### config.mk
export PLATFORM = sky130hd
export DESIGN_NAME = bcd_conv_arbiter_flat
export DESIGN_NICKNAME = d
export VERILOG_FILES = /design/src/rtl/bcd_conv_arbiter_if.sv /design/src/rtl/bcd_conv_arbiter.sv /design/src/flat_wrapper.sv
export SDC_FILE = /design/constraint.sdc
export NUM_CORES = 1
export LEC_CHECK = 0
export BUFFER_PORTS_ARGS = -buffer_cell sky130_fd_sc_hd__buf_2
export CORE_ASPECT_RATIO = 1.4
export CORE_MARGIN = 2
export CORE_UTILIZATION = 35
export CTS_CLUSTER_DIAMETER = 80
export CTS_CLUSTER_SIZE = 40
export DETAILED_ROUTE_END_ITERATION = 16
export SLEW_MARGIN = 30
export SYNTH_ARGS = -nofsm -noshare
export SYNTH_HDL_FRONTEND = slang
export SYNTH_SLANG_ARGS = --single-unit
### constraint.sdc
create_clock -name clk -period 2.5 [get_ports clk]
set_input_delay 0.125 -clock clk [delete_from_list [all_inputs] [get_ports clk]]
set_output_delay 0.125 -clock clk [all_outputs]
set_load 0.005 [all_outputs]
### src/rtl/bcd_conv_arbiter_if.sv
// Requester-side bundle for the shared BCD converter: level req plus packed binary values in, one-hot grant/done/result out.
// The master modport is the requester side; the slave modport is the converter side.
interface bcd_conv_arbiter_if #(
  parameter int NREQ  = 2,
  parameter int WIDTH = 6
);
  logic [NREQ-1:0]       req;
  logic [NREQ*WIDTH-1:0] bin_in;
  logic [NREQ-1:0]       grant;
  logic                  busy;
  logic                  done;
  logic [2:0]            res_id;
  logic [3:0]            dig_tens;
  logic [3:0]            dig_ones;

  modport master (
    output req, bin_in,
    input  grant, busy, done, res_id, dig_tens, dig_ones
  );

  modport slave (
    input  req, bin_in,
    output grant, busy, done, res_id, dig_tens, dig_ones
  );
endinterface

### src/rtl/bcd_conv_arbiter.sv
// Round-robin shared shift-and-add-3 binary-to-BCD converter; done pulses WIDTH cycles after grant, one job per WIDTH+2 cycles.
// Losers simply keep req high and wait. BCD_CONV_CACHE_EN adds a per-requester result cache that answers repeat values in the grant cycle.
module bcd_conv_arbiter #(
  parameter int NREQ  = 2,
  parameter int WIDTH = 6
) (
  input  logic             clk,
  input  logic             rst,
  bcd_conv_arbiter_if.slave bus
);

  typedef enum logic [1:0] {S_IDLE, S_SHIFT, S_DONE} state_t;

  state_t            r_state;
  state_t            w_state_nxt;
  logic [2:0]        r_ptr;
  logic [2:0]        r_win;
  logic [2:0]        r_cnt;
  logic [WIDTH-1:0]  r_bin;
  logic [7:0]        r_acc;
  logic [NREQ-1:0]   r_grant;
  logic              r_done;
  logic [2:0]        r_res_id;
  logic [3:0]        r_tens;
  logic [3:0]        r_ones;

  logic              w_any;
  logic [2:0]        w_win;
  logic [3:0]        w_dist;
  logic [3:0]        w_best;
  logic [2:0]        w_ptr_nxt;
  logic [WIDTH-1:0]  w_sel;
  logic [3:0]        w_adj_tens;
  logic [3:0]        w_adj_ones;
  logic [7:0]        w_acc_nxt;
  logic              w_last;
  logic              w_hit;

  // Winner is the requesting index with the smallest wrapped distance from r_ptr.
  always_comb begin
    w_any  = 1'b0;
    w_win  = 3'd0;
    w_dist = 4'd0;
    w_best = 4'd15;
    for (int i = 0; i < NREQ; i++) begin
      if (4'(i) >= {1'b0, r_ptr})
        w_dist = 4'(i) - {1'b0, r_ptr};
      else
        w_dist = 4'(i + NREQ) - {1'b0, r_ptr};
      if (bus.req[i] && (w_dist < w_best)) begin
        w_best = w_dist;
        w_win  = 3'(i);
        w_any  = 1'b1;
      end
    end
  end

  always_comb begin
    w_sel = '0;
    for (int i = 0; i < NREQ; i++) begin
      if (w_win == 3'(i))
        w_sel = bus.bin_in[i*WIDTH +: WIDTH];
    end
  end

  assign w_ptr_nxt  = (w_win == 3'(NREQ - 1)) ? 3'd0 : w_win + 3'd1;
  assign w_adj_tens = (r_acc[7:4] > 4'd4) ? r_acc[7:4] + 4'd3 : r_acc[7:4];
  assign w_adj_ones = (r_acc[3:0] > 4'd4) ? r_acc[3:0] + 4'd3 : r_acc[3:0];
  assign w_acc_nxt  = 8'({w_adj_tens, w_adj_ones, r_bin[WIDTH-1]});
  assign w_last     = (r_cnt == 3'(WIDTH - 1));

`ifdef BCD_CONV_CACHE_EN
  logic [WIDTH-1:0] r_bin_cap;
  logic [NREQ-1:0]  r_c_vld;
  logic [WIDTH-1:0] r_c_bin  [NREQ];
  logic [3:0]       r_c_tens [NREQ];
  logic [3:0]       r_c_ones [NREQ];
  logic [3:0]       w_c_tens;
  logic [3:0]       w_c_ones;

  always_comb begin
    w_hit    = 1'b0;
    w_c_tens = 4'd0;
    w_c_ones = 4'd0;
    for (int i = 0; i < NREQ; i++) begin
      if (w_win == 3'(i)) begin
        w_hit    = r_c_vld[i] && (r_c_bin[i] == w_sel);
        w_c_tens = r_c_tens[i];
        w_c_ones = r_c_ones[i];
      end
    end
  end

  always_ff @(posedge clk or posedge rst) begin
    if (rst) begin
      r_bin_cap <= '0;
      r_c_vld   <= '0;
      for (int i = 0; i < NREQ; i++) begin
        r_c_bin[i]  <= '0;
        r_c_tens[i] <= 4'd0;
        r_c_ones[i] <= 4'd0;
      end
    end else begin
      if (r_state == S_IDLE && w_any)
        r_bin_cap <= w_sel;
      // Only a completed conversion refreshes the entry; aborted jobs never reach here.
      if (r_state == S_SHIFT && w_last) begin
        for (int i = 0; i < NREQ; i++) begin
          if (r_win == 3'(i)) begin
            r_c_vld[i]  <= 1'b1;
            r_c_bin[i]  <= r_bin_cap;
            r_c_tens[i] <= w_acc_nxt[7:4];
            r_c_ones[i] <= w_acc_nxt[3:0];
          end
        end
      end
    end
  end
`else
  assign w_hit = 1'b0;
`endif

  always_ff @(posedge clk or posedge rst) begin
    if (rst) r_state <= S_IDLE;
    else     r_state <= w_state_nxt;
  end

  always_comb begin
    w_state_nxt = r_state;
    case (r_state)
      S_IDLE:  if (w_any) w_state_nxt = w_hit ? S_DONE : S_SHIFT;
      S_SHIFT: if (w_last) w_state_nxt = S_DONE;
      S_DONE:  w_state_nxt = S_IDLE;
      default: w_state_nxt = S_IDLE;
    endcase
  end

  always_ff @(posedge clk or posedge rst) begin
    if (rst) begin
      r_ptr    <= 3'd0;
      r_win    <= 3'd0;
      r_cnt    <= 3'd0;
      r_bin    <= '0;
      r_acc    <= 8'd0;
      r_grant  <= '0;
      r_done   <= 1'b0;
      r_res_id <= 3'd0;
      r_tens   <= 4'd0;
      r_ones   <= 4'd0;
    end else begin
      case (r_state)
        S_IDLE: begin
          if (w_any) begin
            r_grant <= NREQ'(1) << w_win;
            r_win   <= w_win;
            r_ptr   <= w_ptr_nxt;
            r_bin   <= w_sel;
            r_acc   <= 8'd0;
            r_cnt   <= 3'd0;
`ifdef BCD_CONV_CACHE_EN
            if (w_hit) begin
              r_done   <= 1'b1;
              r_tens   <= w_c_tens;
              r_ones   <= w_c_ones;
              r_res_id <= w_win;
            end
`endif
          end
        end
        S_SHIFT: begin
          r_acc <= w_acc_nxt;
          r_bin <= r_bin << 1;
          r_cnt <= r_cnt + 3'd1;
          if (w_last) begin
            r_done   <= 1'b1;
            r_tens   <= w_acc_nxt[7:4];
            r_ones   <= w_acc_nxt[3:0];
            r_res_id <= r_win;
          end
        end
        S_DONE: begin
          r_grant <= '0;
          r_done  <= 1'b0;
        end
        default: ;
      endcase
    end
  end

  assign bus.grant    = r_grant;
  assign bus.busy     = (r_state != S_IDLE);
  assign bus.done     = r_done;
  assign bus.res_id   = r_res_id;
  assign bus.dig_tens = r_tens;
  assign bus.dig_ones = r_ones;

endmodule

### src/flat_wrapper.sv
// flat-port wrapper written by rule: the top's interface ports become plain ports
module bcd_conv_arbiter_flat 
#(
  parameter int NREQ  = 2,
  parameter int WIDTH = 6
)
  (clk, rst, bus_req, bus_bin_in, bus_grant, bus_busy, bus_done, bus_res_id, bus_dig_tens, bus_dig_ones);
  bcd_conv_arbiter_if #(.NREQ(NREQ), .WIDTH(WIDTH)) bus_i ();
  input  logic clk;
  input  logic rst;
  input wire logic [$bits(bus_i.req)-1:0] bus_req;
  input wire logic [$bits(bus_i.bin_in)-1:0] bus_bin_in;
  output wire logic [$bits(bus_i.grant)-1:0] bus_grant;
  output wire logic [$bits(bus_i.busy)-1:0] bus_busy;
  output wire logic [$bits(bus_i.done)-1:0] bus_done;
  output wire logic [$bits(bus_i.res_id)-1:0] bus_res_id;
  output wire logic [$bits(bus_i.dig_tens)-1:0] bus_dig_tens;
  output wire logic [$bits(bus_i.dig_ones)-1:0] bus_dig_ones;
  assign bus_i.req = bus_req;
  assign bus_i.bin_in = bus_bin_in;
  assign bus_grant = bus_i.grant;
  assign bus_busy = bus_i.busy;
  assign bus_done = bus_i.done;
  assign bus_res_id = bus_i.res_id;
  assign bus_dig_tens = bus_i.dig_tens;
  assign bus_dig_ones = bus_i.dig_ones;
  bcd_conv_arbiter #(.NREQ(NREQ), .WIDTH(WIDTH)) u_core (.clk(clk), .rst(rst), .bus(bus_i));
endmodule
; ---- After elaboration in Yosys (flattened, before gate mapping)
; Cells that the tools add are included.
[totals]
out_inout_bits = 15
inputBits = 16
wordCells = 70
reg_bits = 39
[classes]
n_shift = 1
magnitude_cmp = 6
n_addsub = 8
n_mux = 24
eq_ne = 6
reduce_logical = 14
[ops]
columns = op, n
row1 = 6-bit two-way mux, 3
row2 = 4-bit two-way mux, 4
row3 = 8-bit one-hot mux with 2 select lines, 1
row4 = 6-bit one-hot mux with 2 select lines, 1
row5 = 2-bit AND reduction, 6
row6 = 3-bit two-way mux, 3
row7 = "4-bit by 3-bit greater-than comparator with 1-bit output, second input constant", 2
row8 = 8-bit two-way mux, 1
row9 = 2-bit one-hot mux with 2 select lines, 2
row10 = 2-bit nonzero test, 4
row11 = "1-bit by 3-bit subtractor with 4-bit output, first input constant", 2
row12 = "2-bit by 3-bit subtractor with 4-bit output, first input constant", 2
row13 = "1-bit by 3-bit greater-or-equal comparator with 1-bit output, first input constant", 2
row14 = 2-bit two-way mux, 3
row15 = 3-bit one-hot mux with 2 select lines, 1
row16 = "4-bit by 2-bit adder with 4-bit output, second input constant", 1
row17 = 4-bit less-than comparator, 1
row18 = "4-bit less-than comparator, second input constant", 1
row19 = 1-bit two-way mux, 4
row20 = "2-bit by 1-bit inequality test with 1-bit output, second input constant", 2
row21 = "3-bit by 1-bit adder with 3-bit output, second input constant", 1
row22 = "3-bit by 2-bit adder with 3-bit output, second input constant", 1
row23 = "3-bit equality test, second input constant", 1
row24 = 3-bit logical NOT, 1
row25 = other kinds (8), 9

; ---- Longest topological paths before layout
[logic_depth]
ltp_word = 13
mapped_depth = 6

; ---- Worst setup path before layout
; OpenSTA, ideal clock, no wires.
[synth_path]
kind = flip-flop to flip-flop
from = register u_core.r_ptr[0]
to = register u_core.r_bin[1]
arrival_time_ps = 1367
period_less_slack_ps = 1493
required_time_ps = 2374
slack_ps = 1007
stages_incl_launch_ff = 5
cell_sequence = dfrtp_1 nand3b_2 nand3_4 mux2_2 a221o_1
[synth_via]
elab_chain_cells = 13
[synth_rtl]
columns = element, line
row1 = from (decl), bcd_conv_arbiter.sv:16  ; logic [2:0] r_ptr;
row2 = from (signal assigned), bcd_conv_arbiter.sv:156  ; r_ptr <= w_ptr_nxt;
row3 = 2-bit by 3-bit subtractor with 4-bit output (tied with other cells), bcd_conv_arbiter.sv:49  ; w_dist = 4'(i + NREQ) - {1'b0, r_ptr};
row4 = 4-bit two-way mux, bcd_conv_arbiter.sv:46  ; if (4'(i) >= {1'b0, r_ptr})
row5 = 4-bit less-than comparator, bcd_conv_arbiter.sv:50  ; if (bus.req[i] && (w_dist < w_best)) begin
row6 = 1-bit logical AND, bcd_conv_arbiter.sv:50
row7 = 4-bit two-way mux, bcd_conv_arbiter.sv:50
row8 = 4-bit less-than comparator, bcd_conv_arbiter.sv:50
row9 = 1-bit logical AND, bcd_conv_arbiter.sv:50
row10 = 1-bit two-way mux, bcd_conv_arbiter.sv:50
row11 = 3-bit logical NOT, bcd_conv_arbiter.sv:61  ; if (w_win == 3'(i))
row12 = 6-bit two-way mux (2 in series), bcd_conv_arbiter.sv:61
row13 = 6-bit two-way mux, bcd_conv_arbiter.sv:153  ; if (w_any) begin
row14 = 6-bit one-hot mux with 2 select lines, bcd_conv_arbiter.sv:151  ; case (r_state)
row15 = to (signal assigned), bcd_conv_arbiter.sv:157  ; r_bin <= w_sel;
row16 = to (signal assigned), bcd_conv_arbiter.sv:172  ; r_bin <= r_bin << 1;
row17 = to (decl), bcd_conv_arbiter.sv:19  ; logic [WIDTH-1:0] r_bin;
; Parallel ways exist; a longest one is shown, timed or not. The select of a mux whose other input is x is not followed.
; A chain may end at the register's enable or synchronous reset.

; ---- Worst setup path in the final report
[layout_path]
from = register u_core.r_state[0]
to = register u_core.r_tens[1], in the netlist u_core.bus.dig_tens[1]
[layout_via]
elab_chain_cells = 2
[layout_rtl]
columns = element, line
row1 = from (decl), bcd_conv_arbiter.sv:14  ; state_t r_state;
row2 = from (signal assigned), bcd_conv_arbiter.sv:125  ; else r_state <= w_state_nxt;
row3 = 2-bit by 1-bit equality test with 1-bit output, bcd_conv_arbiter.sv:151
row4 = 2-bit AND reduction (no source line), n/a
row5 = to (signal assigned), bcd_conv_arbiter.sv:176  ; r_tens <= w_acc_nxt[7:4];
row6 = to (decl), bcd_conv_arbiter.sv:24  ; logic [3:0] r_tens;
; Every way passes these cells.

==> metrics <==
RSZ-0062 raised after global routing no; total clock sinks 33; leading post-synthesis cells by cell area sky130_fd_sc_hd__dfrtp_1 (50%), sky130_fd_sc_hd__mux2_2 (7.4%), sky130_fd_sc_hd__ha_1 (5.3%); first drt pass iteration count 4; combined area of all synthesized cells 1660 µm²; source of the worst hold timing path bus_bin_in[6]; number of global-route vias before repair 1300; sequential share of the synthesized area 49.7%; layout overhead on the synthesized area 19.9%; length in cells of the worst reg-to-reg path 4; kind of start point of the critical path flip-flop; Inserted Clock Buffers 5; leakage power between 0.9 and 1 nW; largest voltage drop on the vdd net between 300 and 400 µV; worst-case setup slack after placement around 610 ps; sum of negative setup slack 0 ps; worst-case clock buffer depth 2; Async SR Flop Fraction between 90% and 100%; achievable clock frequency 525 MHz; Min Clock Period, post-route 1900 ps; initial drt markers 52; FP Rows 29; floorplan die height 85.6 µm; Floorplan Core Area around 4500 µm²; Avg Cell Area, Syn 11.2 µm²; Final Wtd Congestion between 0.7 and 0.8; area occupied by multi-input gates roughly 770 µm²; total congestion overflow 0; routed len/inst ~14 µm; min-delay worst type primary input to flip-flop; share of cells above drive strength 1 30.1%; clock transition time at the flip-flop clock pins of the worst setup and hold paths approximately 70 ps; total number of yosys warnings 0; via density per instance slightly above 5; # Post-CTS Setup Buffers 0; half-perimeter wire length of the detailed placement result 2580 µm; terminating pin of the worst hold path u_core.r_bin[0]; number of storage elements in the synthesis netlist 33; number of instances in the synthesized netlist roughly 150; # fillers about 460; net count of the finished layout ~210; number of enable flip-flop cells after synthesis 0; Setup violations, final 0; max-slew violations 0; area enclosed by the die boundary 5330 µm²; final standard cell utilization of the core a little over two fifths; Crit Reg-Reg Endpoint u_core.bus.dig_tens[1]; most common library cells after synthesis sky130_fd_sc_hd__dfrtp_1 (33), sky130_fd_sc_hd__inv_1 (12), sky130_fd_sc_hd__mux2_2 (11), sky130_fd_sc_hd__nand2_1 (11), sky130_fd_sc_hd__a21oi_1 (10); Critical R2R Launch u_core.r_state[0]; run status completed; flop2flop setup slack 600 ps; slew at the pin closest to its max-slew limit 525 ps; share of the synthesized area in the top cell type between 40 and 50%; Final Hold Violating Endpoints 0; CTS tree done; placed instance area between 1500 and 2000 µm²; vias after detailed routing 1245; antenna violations before repair 0; max_cap viols 0; sequential standard cell area ~830 µm²; cell area after layout ~2000 µm²; fin worst setup slack 595 ps; clock insertion delay at the later pin of the skew report a little under 300 ps; data required time of the critical path around 2700 ps; GR Util All Layers 14.5%; wire length of the first global-routing pass a little over 6000 µm; post-synth top area cell sky130_fd_sc_hd__dfrtp_1; element type at the critical path end flip-flop; pin count of the biggest net entering global routing 34; Top FF cell, synth sky130_fd_sc_hd__dfrtp_1; count of input and output buffers 28; horizontal die dimension around 62 µm; post-route ant nets 0; maximum fanout along the worst path 13; Initial Utilization a little over a third; kind of critical path flip-flop to flip-flop; Max-Slew Margin vs Limit between 60% and 70%; cell at the root of the clock tree sky130_fd_sc_hd__clkbuf_8; number of different library cells in the post-synthesis netlist 38; cell count of the worst hold path 3; deepest level of the CTS H-tree 2; worst clock skew about 4.2 ps; DRC Markers 0; final worst path period share 76.2%; wire length after detailed routing ~3500 µm; total inserted antenna cells 0; endpoint arrival time on the critical path roughly 2100 ps; most instantiated library cell after synthesis sky130_fd_sc_hd__dfrtp_1; I/O pin cnt 31; total power per unit cell area about 1200 nW/µm²
[worst max-delay path: stages (launching register included)]
cell	delay, ps
sky130_fd_sc_hd__dfrtp_1	490
sky130_fd_sc_hd__and2b_1	490
sky130_fd_sc_hd__nand3_2	290
sky130_fd_sc_hd__inv_2	180
sky130_fd_sc_hd__mux2_2	340
[power by group]
part	leakage (nW)	switching, mW	internal [mW]	total (mW)
clock network	0.0543	0.213	0.298	0.511
registers	0.416	0.181	0.767	0.949
logic	0.497	0.478	0.445	0.923
[layer usage]
layer	global-route usage, %	routed length (µm)
met5	0	0
met4	6.06	57
met3	3.67	135
met2	26.8	1860
met1	15.9	1450
[final cells by class]
| type | instances | area share [%] |
|---|---|---|
| Clock buffer | 5 | 3.45 |
| Clock inverter | 3 | 2.32 |
| Inverter | 13 | 2.45 |
| Multi-Input combinational cell | 99 | 38.5 |
| Sequential cell | 33 | 41.4 |
| Tap cell | 62 | 3.89 |
| Timing Repair Buffer | 30 | 7.91 |
[registers in the layout (all words and copies together) (netlist names)]
register	flops
u_core.bus.grant	2
u_core.r_ptr	1
u_core.bus.done	1
u_core.r_bin	6
u_core.bus.dig_ones	4
u_core.bus.dig_tens	4
u_core.r_win	1
u_core.r_acc	8
u_core.r_cnt	3
u_core.bus.res_id	1
u_core.r_state	2
[metrics by stage]
| stage | hold slack, ps | power, mW | std cells |
|---|---|---|---|
| after floorplan | 254 | 1.59 | 151 |
| after global placement | 230 | 1.85 | 236 |
| after detailed placement | 254 | 1.89 | 236 |
| after CTS | 142 | 2.41 | 245 |
| after global routing | 162 | 2.57 | 245 |
| final | 151 | 2.38 | 245 |
[how the worst max path moves through the flow]
stage	from	endpoint	slack (ps)
3_5_place_dp	u_core.r_state[0]	u_core.bus.dig_tens[1]	610
4_1_cts	u_core.r_state[0]	u_core.bus.dig_tens[1]	590
6_report	u_core.r_state[0]	u_core.bus.dig_tens[1]	600
2_1_floorplan	u_core.r_ptr[0]	u_core.r_bin[1]	1010
3_3_place_gp	u_core.r_state[0]	u_core.bus.dig_tens[2]	670
5_1_grt	u_core.r_state[0]	u_core.bus.dig_tens[1]	450
[cells by family (layout without fill, tap and decap cells)]
group	after synthesis	after routing	share of synthesized area, %
AOI/OAI and AO/OA	44	44	19.6
DFF	33	33	49.7
and+or+nand+nor	27	27	9.56
buffers and inverters	19	51	4.81
muxes	15	15	9.86
adders and majority gates	7	7	5.27
xor gates and xnor gates	2	2	1.05
other	1	4	0.226
[placed cells by master, fill, tap and decap left out, drive strengths merged, types with 3 or more instances in the layout]
cell type  instances
mux2i              4
buf               29
mux2              11
clkbuf             5
a221o              5
nand2             11
ha                 7
o2bb2ai            3
nor2               5
a21oi             10
a21boi             5
inv               13
o21ai              6
conb               4
dfrtp             33
a22o               6
[repair_timing]
action                                 4_1_cts  5_1_grt
gates resized for setup                      0        0
hold buffers                                 1        0
endpoints found under the hold margin       33        0
(Power assumes the default switching activity.)
